[src/rtl/if_fetch.sv]
// rtl/if_fetch.sv - instruction-fetch stage: owns the PC, hides one-cycle imem latency, handles stall/redirect/fault
module if_fetch #(
    parameter logic [31:0] RESET_PC   = 32'h0000_0000,
    parameter int unsigned IMEM_BYTES = 8192
) (
    input  logic        clk,
    input  logic        rst,
    output logic [31:0] imem_addr,
    input  logic [31:0] imem_rd_data,
    input  logic        stall,
    input  logic        redirect_valid,
    input  logic [31:0] redirect_pc,
    output logic        if_valid,
    output logic [31:0] if_pc,
    output logic [31:0] if_instr,
    output logic        fault,
    output logic [31:0] fault_addr,
    output logic [31:0] fetch_count
);
    localparam logic [31:0] IMEM_LIMIT = 32'(IMEM_BYTES);

    typedef enum logic [1:0] {
        BOOT  = 2'd0,
        RUN   = 2'd1,
        FAULT = 2'd2
    } state_t;

    state_t      state_q, state_d;
    logic [31:0] fetch_pc_q, fetch_pc_d;
    logic [31:0] fault_addr_q, fault_addr_d;
    logic [31:0] fetch_count_q, fetch_count_d;
    logic [31:0] next_pc;
    logic        redirect_ok;
    logic        next_ok;

    function automatic logic is_legal(input logic [31:0] addr);
        is_legal = (addr[1:0] == 2'b00) && (addr < IMEM_LIMIT);
    endfunction

    // imem_addr always names the word fetch_pc will hold after the edge,
    // so imem_rd_data lines up with fetch_pc in the following cycle.
    always_comb begin
        state_d      = state_q;
        fetch_pc_d   = fetch_pc_q;
        fault_addr_d = fault_addr_q;
        imem_addr    = fetch_pc_q;
        if_valid     = 1'b0;
        next_pc      = fetch_pc_q + 32'd4;
        redirect_ok  = is_legal(redirect_pc);
        next_ok      = is_legal(next_pc);

        case (state_q)
            BOOT: begin
                imem_addr  = RESET_PC;
                fetch_pc_d = RESET_PC;
                state_d    = RUN;
            end
            RUN: begin
                if (redirect_valid) begin
                    if (redirect_ok) begin
                        imem_addr  = redirect_pc;
                        fetch_pc_d = redirect_pc;
                    end else begin
                        state_d      = FAULT;
                        fault_addr_d = redirect_pc;
                    end
                end else if (stall) begin
                    if_valid = 1'b1;
                end else begin
                    if_valid = 1'b1;
                    if (next_ok) begin
                        imem_addr  = next_pc;
                        fetch_pc_d = next_pc;
                    end else begin
                        state_d      = FAULT;
                        fault_addr_d = next_pc;
                    end
                end
            end
            FAULT: begin
                if (redirect_valid) begin
                    if (redirect_ok) begin
                        imem_addr  = redirect_pc;
                        fetch_pc_d = redirect_pc;
                        state_d    = RUN;
                    end else begin
                        fault_addr_d = redirect_pc;
                    end
                end
            end
            default: begin
                state_d = BOOT;
            end
        endcase

        fetch_count_d = fetch_count_q + {31'd0, if_valid & ~stall};
    end

    always_ff @(posedge clk or posedge rst) begin
        if (rst) begin
            state_q       <= BOOT;
            fetch_pc_q    <= RESET_PC;
            fault_addr_q  <= 32'd0;
            fetch_count_q <= 32'd0;
        end else begin
            state_q       <= state_d;
            fetch_pc_q    <= fetch_pc_d;
            fault_addr_q  <= fault_addr_d;
            fetch_count_q <= fetch_count_d;
        end
    end

    assign if_pc       = fetch_pc_q;
    assign if_instr    = imem_rd_data;
    assign fault       = (state_q == FAULT);
    assign fault_addr  = fault_addr_q;
    assign fetch_count = fetch_count_q;

endmodule
[config.mk]
export PLATFORM = sky130hd
export DESIGN_NAME = if_fetch
export DESIGN_NICKNAME = d
export VERILOG_FILES = /design/src/rtl/if_fetch.sv
export SDC_FILE = /design/constraint.sdc
export NUM_CORES = 1
export LEC_CHECK = 0
export ABC_CLOCK_PERIOD_IN_PS = 3400
export BUFFER_PORTS_ARGS = -buffer_cell sky130_fd_sc_hd__buf_2
export CAP_MARGIN = 20
export CORE_MARGIN = 2
export CORE_UTILIZATION = 32
export DETAILED_ROUTE_END_ITERATION = 10
export SLEW_MARGIN = 20
export SYNTH_ARGS = -nofsm -noshare
export SYNTH_HDL_FRONTEND = slang
export SYNTH_SLANG_ARGS = --single-unit
[constraint.sdc]
create_clock -name clk -period 3.4 [get_ports clk]
set_clock_uncertainty 0.2 [all_clocks]
set_input_delay 0 -clock clk [delete_from_list [all_inputs] [get_ports clk]]
set_output_delay 0 -clock clk [all_outputs]
set_load 0.1 [all_outputs]
==> results of run 1 <==
==> path summary, 6_finish.rpt <==
check	to	slack (ns)	cells after the start
worst max-delay path	imem_addr[6]	-0.22	12
worst min-delay path	fault_addr[0]$_DFFE_PP0P_	0.14	3
worst max register to register	if_pc[6]$_DFF_PP0_	0.14	12
worst min register to register	fetch_count[9]$_DFF_PP0_	0.28	1
max in group asynchronous	fault_addr[6]$_DFFE_PP0P_	2.15	4
min in group clk	fetch_count[9]$_DFF_PP0_	0.28	1
==> worst max-delay path: stages, from the launching register on <==
cell and delay, ns:
dfrtp_2 0.43, buf_6 0.14, nand3_4 0.10, nor4_4 0.05
buf_4 0.16, buf_6 0.13, a311o_1 0.35, a221oi_2 0.28
nand4_2 0.15, or3_4 0.38, o311a_4 0.33, a311oi_4 0.34
buf_12 0.22
==> per-layer routing <==
metal,track usage,vias to the layer above,share of wire
li1,-,2690,-
met2,0.325,241,0.47
met5,0,-,0
met3,0.0430,52,0.062
met1,0.272,2682,0.43
met4,0.0928,0,0.037
==> timing repair <==
action | in CTS | in global routing
buffers inserted | 18 | 3
gates cloned | 3 | 0
endpoints found under the hold margin | 157 | 0
pin swaps | 17 | 4
resized for setup | 70 | 51
setup endpoints to repair | 30 | 43
hold buffers | 67 | 0
==> synthesized netlist by cell type (2+ instances only) <==
master	count	area [um^2]
a211oi_1	3	22.5
a21oi_1	8	40.0
a221oi_1	3	26.3
a22o_1	25	219
a22oi_1	7	52.6
a311o_1	2	20.0
a311oi_1	4	35.0
a31oi_1	2	12.5
and2_1	5	31.3
and3_1	31	194
and4_1	5	43.8
buf_2	10	50.1
buf_4	36	270
clkbuf_1	18	67.6
dfrtp_1	98	2450
ha_1	3	37.5
inv_1	17	63.8
nand2_1	72	270
nand2b_1	2	12.5
nand3_1	26	130
nand4_1	17	106
nand4_2	2	25.0
nor2_1	27	101
nor2b_1	2	12.5
nor3_1	12	60.1
nor4_1	8	50.1
nor4_4	2	42.5
o2111ai_1	2	17.5
o211ai_2	2	25.0
o21a_1	3	22.5
o21ai_0	39	195
o21ai_1	2	10.0
o221ai_1	8	70.1
o22ai_1	8	50.1
o311a_1	2	20.0
o31ai_1	2	15.0
or2_2	2	12.5
or3_1	7	43.8
xnor2_1	33	289
xor2_1	26	228
==> area by class of cell <==
| cell class | instances | area share |
|---|---|---|
| Multi-Input combinational cell | 424 | 0.358 |
| Inverter | 17 | 0.00763 |
| Clock inverter | 6 | 0.00555 |
| Sequential cell | 98 | 0.274 |
| Tap cell | 225 | 0.0312 |
| Clock buffer | 10 | 0.0265 |
| Timing Repair Buffer | 312 | 0.297 |
==> sequential cells by signal, indices dropped and copies added, names as in the netlist <==
| signal | count |
|---|---|
| fault_addr | 32 |
| if_pc | 32 |
| state_q | 2 |
| fetch_count | 32 |
==> metrics by stage <==
stage	power [mW]	util	instances	worst slack (ns)
finish	7.62	0.522	1092	-0.217
global route	7.91	0.522	1092	-0.362
CTS	7.63	0.507	1091	-0.257
global placement	6.25	0.424	988	0.0762
floorplan	5.37	-	605	-1.02
detailed placement	6.27	0.424	988	-0.0395
==> kinds of logic (layout without fill, tap and decap cells) <==
family          count (synthesis)  count (layout)  synth area share
mux                             2               2           0.00375
compound gates                133             133             0.169
fa+ha+maj                       3               3           0.00663
simple gates                  227             227             0.214
flops                          98              98             0.433
xor+xnor                       59              59            0.0912
buf+inv                        83             345            0.0826
==> power breakdown <==
group	switching (mW)	internal (mW)	total (mW)
sequential	0.204	1.45	1.66
clock	0.483	0.526	1.01
combinational	3.77	1.19	4.96
total	4.46	3.16	7.62
==> flow_summary.json, run 1 <==
{
  "status": "finished, violations left",
  "violations": "negative setup slack",
  "root_buffer": "clkbuf_16",
  "final_hold_viol_count": 0,
  "whs_ns": 0.140,
  "drive_gt1_frac": 0.407,
  "slew-limit-headroom": 0.114,
  "synth_edf_count": 0,
  "worstSetupStartpoint": "if_pc[3]$_DFF_PP0_",
  "drv_cap": 0,
  "critPathArrivalTime_ns": 3.42,
  "yosys_warnings": 0,
  "async_flop_share": 1.00,
  "die_area_mm2": 0.0188,
  "required_ns": 3.20,
  "h-tree-depth": 3,
  "via_count": 5665,
  "cts_buffers": 9,
  "grt_pass1_vias": 5506,
  "final_antenna_net_count": 0,
  "rr_startpoint": "if_pc[3]$_DFF_PP0_",
  "grt_pass1_wl_um": 29500,
  "synth-seq-cells": 98,
  "cp-end-kind": "primary output",
  "slew_violations": 0,
  "routed_wl_um": 19600,
  "path_clk_slew_ns": 0.07,
  "syn_area_per_cell_um2": 9.36,
  "clock_sinks": 98,
  "antenna_found_initial": 0,
  "drtIter0Drc": 301,
  "clockBufferDepth": 2,
  "wl_per_cell_um": 17.9,
  "track_usage": 0.206,
  "leakage_nw": 4.18,
  "hpwl_um": 13700,
  "grt_max_degree": 85,
  "synth_cell_type_count": 62,
  "irDropWorstVdd_v": 0.000898,
  "route.detailed.drc": 0,
  "regArea_mm2": 0.00248,
  "die_h_um": 137,
  "place_area_mm2": 0.00734,
  "multi_input_area_mm2": 0.00323,
  "grt_setup_unrepaired": "yes",
  "setup_tns_ns": -4.67,
  "critPathLaunchType": "flop",
  "post-route-cell-area_mm2": 0.00902,
  "power_density_mw_per_mm2": 845,
  "max_freq_mhz": 276,
  "setup_ws_ns": -0.217,
  "port_buffers": 165,
  "syn_area_mm2": 0.00567,
  "hold_path.class": "in -> async",
  "synth_ff_type": "dfrtp_1",
  "viasPerCell": 5.19,
  "synthToLayoutAreaGrowth_pct": 59.3,
  "antenna_cells": 0,
  "final_cell_mix": "buf_2, dfrtp_1, nand2_1, dlygate4sd3_1, buf_4",
  "clock_latency_ns": 0.36,
  "ios": 230,
  "crit_type": "reg -> out",
  "path_max_fanout": 6,
  "grt-ovfl-total": 0,
  "tightest_slew_ns": 1.32,
  "fp-row-count": 48,
  "chipWidth_um": 137,
  "setup_violations": 30,
  "fillerInstances": 1568,
  "fp.coreArea_mm2": 0.0173,
  "min_period_over_period": 1.06,
  "nets": 933,
  "synth_nets": 676,
  "syn_inst": 605,
  "synth-seq-area-share": 0.433,
  "first_pass_iters": 5,
  "initial_core_util": 0.328,
  "cts_tree": "done",
  "final_common_cell": "buf_2",
  "min_period_ns": 3.62,
  "globalplace.congestion": 0.899
}
Note: power is estimated with default switching activity, not from simulation.
==> run 2: changes to the inputs <==
--- a/config.mk
+++ b/config.mk
@@ -6,11 +6,12 @@
 export NUM_CORES = 1
 export LEC_CHECK = 0
 export ABC_CLOCK_PERIOD_IN_PS = 3400
-export BUFFER_PORTS_ARGS = -buffer_cell sky130_fd_sc_hd__buf_2
 export CAP_MARGIN = 20
 export CORE_MARGIN = 2
 export CORE_UTILIZATION = 32
 export DETAILED_ROUTE_END_ITERATION = 10
+export DONT_BUFFER_PORTS = 1
+export SETUP_SLACK_MARGIN = 0.4
 export SLEW_MARGIN = 20
 export SYNTH_ARGS = -nofsm -noshare
 export SYNTH_HDL_FRONTEND = slang
==> flow_summary.json, run 2 (synthesis gave the netlist of run 1 again) <==
{
  "min_period_over_period": 1.08,
  "path_max_fanout": 6,
  "nets": 871,
  "grt_max_degree": 81,
  "route.detailed.drc": 0,
  "ios": 230,
  "antenna_cells": 0,
  "grt_pass1_vias": 5743,
  "leakage_nw": 4.02,
  "root_buffer": "clkbuf_16",
  "via_count": 5621,
  "critPathArrivalTime_ns": 3.46,
  "final_antenna_net_count": 0,
  "die_h_um": 137,
  "slew_violations": 0,
  "antenna_found_initial": 0,
  "required_ns": 3.20,
  "grt_pass1_wl_um": 31200,
  "max_freq_mhz": 273,
  "critPathLaunchType": "flop",
  "crit_type": "reg -> out",
  "drv_cap": 0,
  "initial_core_util": 0.328,
  "final_hold_viol_count": 5,
  "p_total_mw": 7.81,
  "status": "finished, violations left",
  "chipWidth_um": 137,
  "fp.coreArea_mm2": 0.0173,
  "die_area_mm2": 0.0188,
  "tightest_slew_ns": 0.992,
  "wl_per_cell_um": 20.6,
  "grt-ovfl-total": 0,
  "setup_violations": 62,
  "path_clk_slew_ns": 0.07,
  "irDropWorstVdd_v": 0.000788,
  "first_pass_iters": 5,
  "synthToLayoutAreaGrowth_pct": 62.7,
  "layout.cells.non_filler": 1030,
  "violations": "negative hold slack, negative setup slack",
  "drive_gt1_frac": 0.396,
  "final_common_cell": "buf_4",
  "hold_path.class": "in -> reg",
  "place_inst": 902,
  "final_cell_mix": "buf_4, dfrtp_1, nand2_1, dlygate4sd3_1, o21ai_0",
  "setup_ws_ns": -0.257,
  "slew-limit-headroom": 0.336,
  "fp-row-count": 48,
  "h-tree-depth": 3,
  "clock_sinks": 98,
  "globalplace.congestion": 0.884,
  "power_density_mw_per_mm2": 847,
  "cts_buffers": 9,
  "pre_cts_ws_ns": 0.00136,
  "cts_tree": "done",
  "whs_ns": -0.376,
  "clock_latency_ns": 0.36,
  "track_usage": 0.218,
  "viasPerCell": 5.46,
  "grt_setup_unrepaired": "yes",
  "hpwl_um": 14400,
  "cp-end-kind": "primary output",
  "drtIter0Drc": 344,
  "routed_wl_um": 21200,
  "clockBufferDepth": 2,
  "min_period_ns": 3.66,
  "port_buffers": 0
}
-- run 2: changes by cell type in the layout (fill, tap and decap cells not counted), sizes merged --
cell	delta
dlygate4sd3	+2
clkbuf	+3
clkinv	-2
buf	-66
bufinv	+1
-- run 2: area by class of cell --
| class | count | area (um^2) |
|---|---|---|
| tap | 225 | 282 |
| sequential | 98 | 2480 |
| clock inverter | 5 | 60.1 |
| inverter | 17 | 71.3 |
| fill | 1486 | 8080 |
| clock buffer | 11 | 243 |
| timing repair buffer | 250 | 2620 |
| multi-input combinational | 424 | 3460 |
-- run 2: timing repair --
item	4_1_cts	5_1_grt
setup endpoints to repair	92	108
endpoints found under the hold margin	162	10
pin swaps	26	11
buffers inserted	22	15
hold buffers	68	2
gates cloned	3	3
resized for setup	40	35
-- run 2: stage by stage --
stage / hold WS, ns / utilization / instance area [um^2] / TNS (ns)
after CTS: -0.387 / 0.512 / 8850 / -6.39
after global routing: -0.385 / 0.533 / 9220 / -19.74
after detailed placement: -0.199 / 0.429 / 7430 / 0
after floorplan: 0.0115 / - / 6200 / -20.53
after global placement: -0.199 / 0.429 / 7430 / 0
final: -0.376 / 0.533 / 9220 / -9.83
-- run 2: per-layer routing --
metal | GRT usage | wire length (um) | vias up
met5 | 0 | 0 | -
met4 | 0.0802 | 564 | 0
met3 | 0.0589 | 1640 | 45
met2 | 0.369 | 10500 | 287
met1 | 0.264 | 8560 | 2729
li1 | - | - | 2560
-- run 2: critical path, stage by stage (launching register included) --
cell and delay, ns:
dfrtp_2 0.40, nand4_4 0.17, nor4_4 0.27, buf_4 0.19, nand4_1 0.19, xor2_2 0.23
o2111ai_2 0.19, buf_4 0.18, or3_4 0.38, o311a_4 0.39, a311oi_4 0.28, buf_12 0.22
-- run 2: worst paths after layout --
path                                           startpoint                          to  slack [ns]  cells past startpoint
worst max-delay path                  if_pc[16]$_DFF_PP0_                imem_addr[6]       -0.26                     11
worst min-delay path                       redirect_valid      state_q[1]$_DFFE_PP0P_       -0.38                      2
worst max register to register        if_pc[16]$_DFF_PP0_  fault_addr[27]$_DFFE_PP0P_       -0.18                     15
worst min register to register  fetch_count[17]$_DFF_PP0_   fetch_count[17]$_DFF_PP0_        0.28                      1
max in group asynchronous                             rst   fault_addr[6]$_DFFE_PP0P_        2.26                      3
min in group asynchronous                             rst   fault_addr[1]$_DFFE_PP0P_        0.07                      2
-- run 2: report_power, final --
group | leakage [nW] | total, mW | internal [mW] | switching [mW]
logic | 2.61 | 3.73 | 1.25 | 2.48
clock network | 0.147 | 1.07 | 0.596 | 0.478
registers | 1.27 | 3.00 | 1.42 | 1.58
==> run 3: changes to the inputs <==
--- a/config.mk
+++ b/config.mk
@@ -12,6 +12,7 @@
 export DETAILED_ROUTE_END_ITERATION = 10
 export DONT_BUFFER_PORTS = 1
 export SETUP_SLACK_MARGIN = 0.4
+export SKIP_CTS_REPAIR_TIMING = 1
 export SLEW_MARGIN = 20
 export SYNTH_ARGS = -nofsm -noshare
 export SYNTH_HDL_FRONTEND = slang
==> flow_summary.json, run 3 (synthesis gave the netlist of run 1 again) <==
{
  "status": "finished, violations left",
  "violations": "negative hold slack, negative setup slack",
  "leakage_nw": 3.84,
  "final_common_cell": "buf_4",
  "tightest_slew_ns": 1.28,
  "fp.coreArea_mm2": 0.0173,
  "crit_type": "reg -> out",
  "cts_buffers": 9,
  "drv_cap": 0,
  "chipWidth_um": 137,
  "whs_ns": -0.0244,
  "hold-path-cell-count": 5,
  "globalplace.congestion": 0.884,
  "routed_wl_um": 20300,
  "slowest_stage": "or3_4",
  "grt_setup_unrepaired": "yes",
  "power_density_mw_per_mm2": 862,
  "ios": 230,
  "reg2reg_depth": 12,
  "antenna_found_initial": 0,
  "irDropWorstVdd_v": 0.000781,
  "min_period_ns": 3.64,
  "antenna_cells": 0,
  "grt_max_degree": 81,
  "hold_path.class": "in -> reg",
  "grt_pass1_vias": 5054,
  "grt-ovfl-total": 0,
  "final_hold_viol_count": 3,
  "post-route-cell-area_mm2": 0.00880,
  "slowest_delay_ns": 0.44,
  "final_cell_mix": "buf_4, dfrtp_1, dlygate4sd3_1, nand2_1, o21ai_0",
  "max_freq_mhz": 275,
  "route.detailed.drc": 0,
  "slew_violations": 0,
  "cp_top_family": "compound AO/OA/AOI/OAI gates",
  "viasPerCell": 5.48,
  "cts_tree": "done",
  "setup_ws_ns": -0.242,
  "drtIter0Drc": 386,
  "crit_chain": "ha_4 > nand4_1 > buf_6 > nor4_4 > buf_4 > and2_1 > o31ai_1 > o211ai_4 > or3_4 > o311a_1 > a311oi_4 > buf_12",
  "track_usage": 0.200,
  "via_count": 5538,
  "nets": 851,
  "critPathArrivalTime_ns": 3.44,
  "setup_violations": 30,
  "initial_core_util": 0.328,
  "grt_pass1_wl_um": 28600,
  "place_inst": 902,
  "h-tree-depth": 3,
  "clock_latency_ns": 0.36,
  "cp.depth": 12,
  "worstHoldStart": "redirect_pc[24]",
  "first_pass_iters": 5,
  "wl_per_cell_um": 20.1,
  "timing.rr.end": "fetch_count[30]$_DFF_PP0_",
  "required_ns": 3.20,
  "place_area_mm2": 0.00743,
  "final_antenna_net_count": 0,
  "min_to": "state_q[0]$_DFFE_PP0P_",
  "path_max_fanout": 5,
  "critPathLaunchType": "flop",
  "worst-path-buf-inv": 3,
  "min_period_over_period": 1.07,
  "layout.cells.non_filler": 1010,
  "rrSetupSlack_ns": 0.10,
  "clockBufferDepth": 2,
  "die_area_mm2": 0.0188,
  "clock_sinks": 98,
  "fp-row-count": 48,
  "die_h_um": 137,
  "slew-limit-headroom": 0.140,
  "port_buffers": 0,
  "cp-end-kind": "primary output",
  "path_clk_slew_ns": 0.07,
  "rr_startpoint": "state_q[1]$_DFFE_PP0P_",
  "root_buffer": "clkbuf_16",
  "drive_gt1_frac": 0.343,
  "synthToLayoutAreaGrowth_pct": 55.3,
  "hpwl_um": 14400
}
[run 3: cell count changes in the layout (fill, tap and decap cells not counted), moves of 3 or more]
cell	delta
a22oi_1	+7
a22oi_2	-7
buf_16	-3
buf_4	-11
buf_6	-9
nor4_1	+3
[run 3: tightest hold or removal path, stage by stage]
cell and delay, ns:
nor4_2 0.03, buf_4 0.19, nand2b_1 0.10, nand2_1 0.07, o21a_1 0.10
[run 3: per-stage QoR]
stage,utilization,power (mW),setup slack [ns],setup TNS (ns)
after floorplan,-,5.48,-1.02,-20.53
after global placement,0.429,6.13,0.0935,0
after detailed placement,0.429,6.17,0.00136,0
after CTS,0.447,7.25,-0.394,-9.71
after global routing,0.509,7.89,-0.348,-8.75
final,0.509,7.58,-0.242,-4.96
[run 3: area by class of cell]
class | instances | area, um^2
repair buffers | 230 | 2400
well taps | 225 | 282
clock inverters | 5 | 60.1
clock buffers | 11 | 243
fillers | 1546 | 8500
multi-input cells | 424 | 3270
inverters | 17 | 71.3
flip-flops and latches | 98 | 2480
[run 3: layer usage]
layer	share of wire	vias up	GRT usage
met1	0.41	2706	0.252
met3	0.081	49	0.0526
met4	0.028	0	0.0813
met5	0	-	0
li1	-	2523	-
met2	0.49	260	0.326
[run 3: worst max path at each step]
stage,from,slack [ns],end
6_report,if_pc[2]$_DFF_PP0_,-0.24,imem_addr[6]
5_1_grt,if_pc[2]$_DFF_PP0_,-0.35,imem_addr[9]
4_1_cts,if_pc[12]$_DFF_PP0_,-0.39,imem_addr[16]
3_5_place_dp,if_pc[12]$_DFF_PP0_,0.001,imem_addr[16]
3_3_place_gp,if_pc[7]$_DFF_PP0_,0.09,imem_addr[16]
2_1_floorplan,if_pc[16]$_DFF_PP0_,-1.02,if_pc[9]$_DFF_PP0_
[run 3: report_power, final]
part,internal [mW],switching (mW),leakage (nW)
sequential,1.42,1.58,1.27
combinational,1.12,2.39,2.43
clock,0.596,0.476,0.147
total,3.13,4.45,3.84
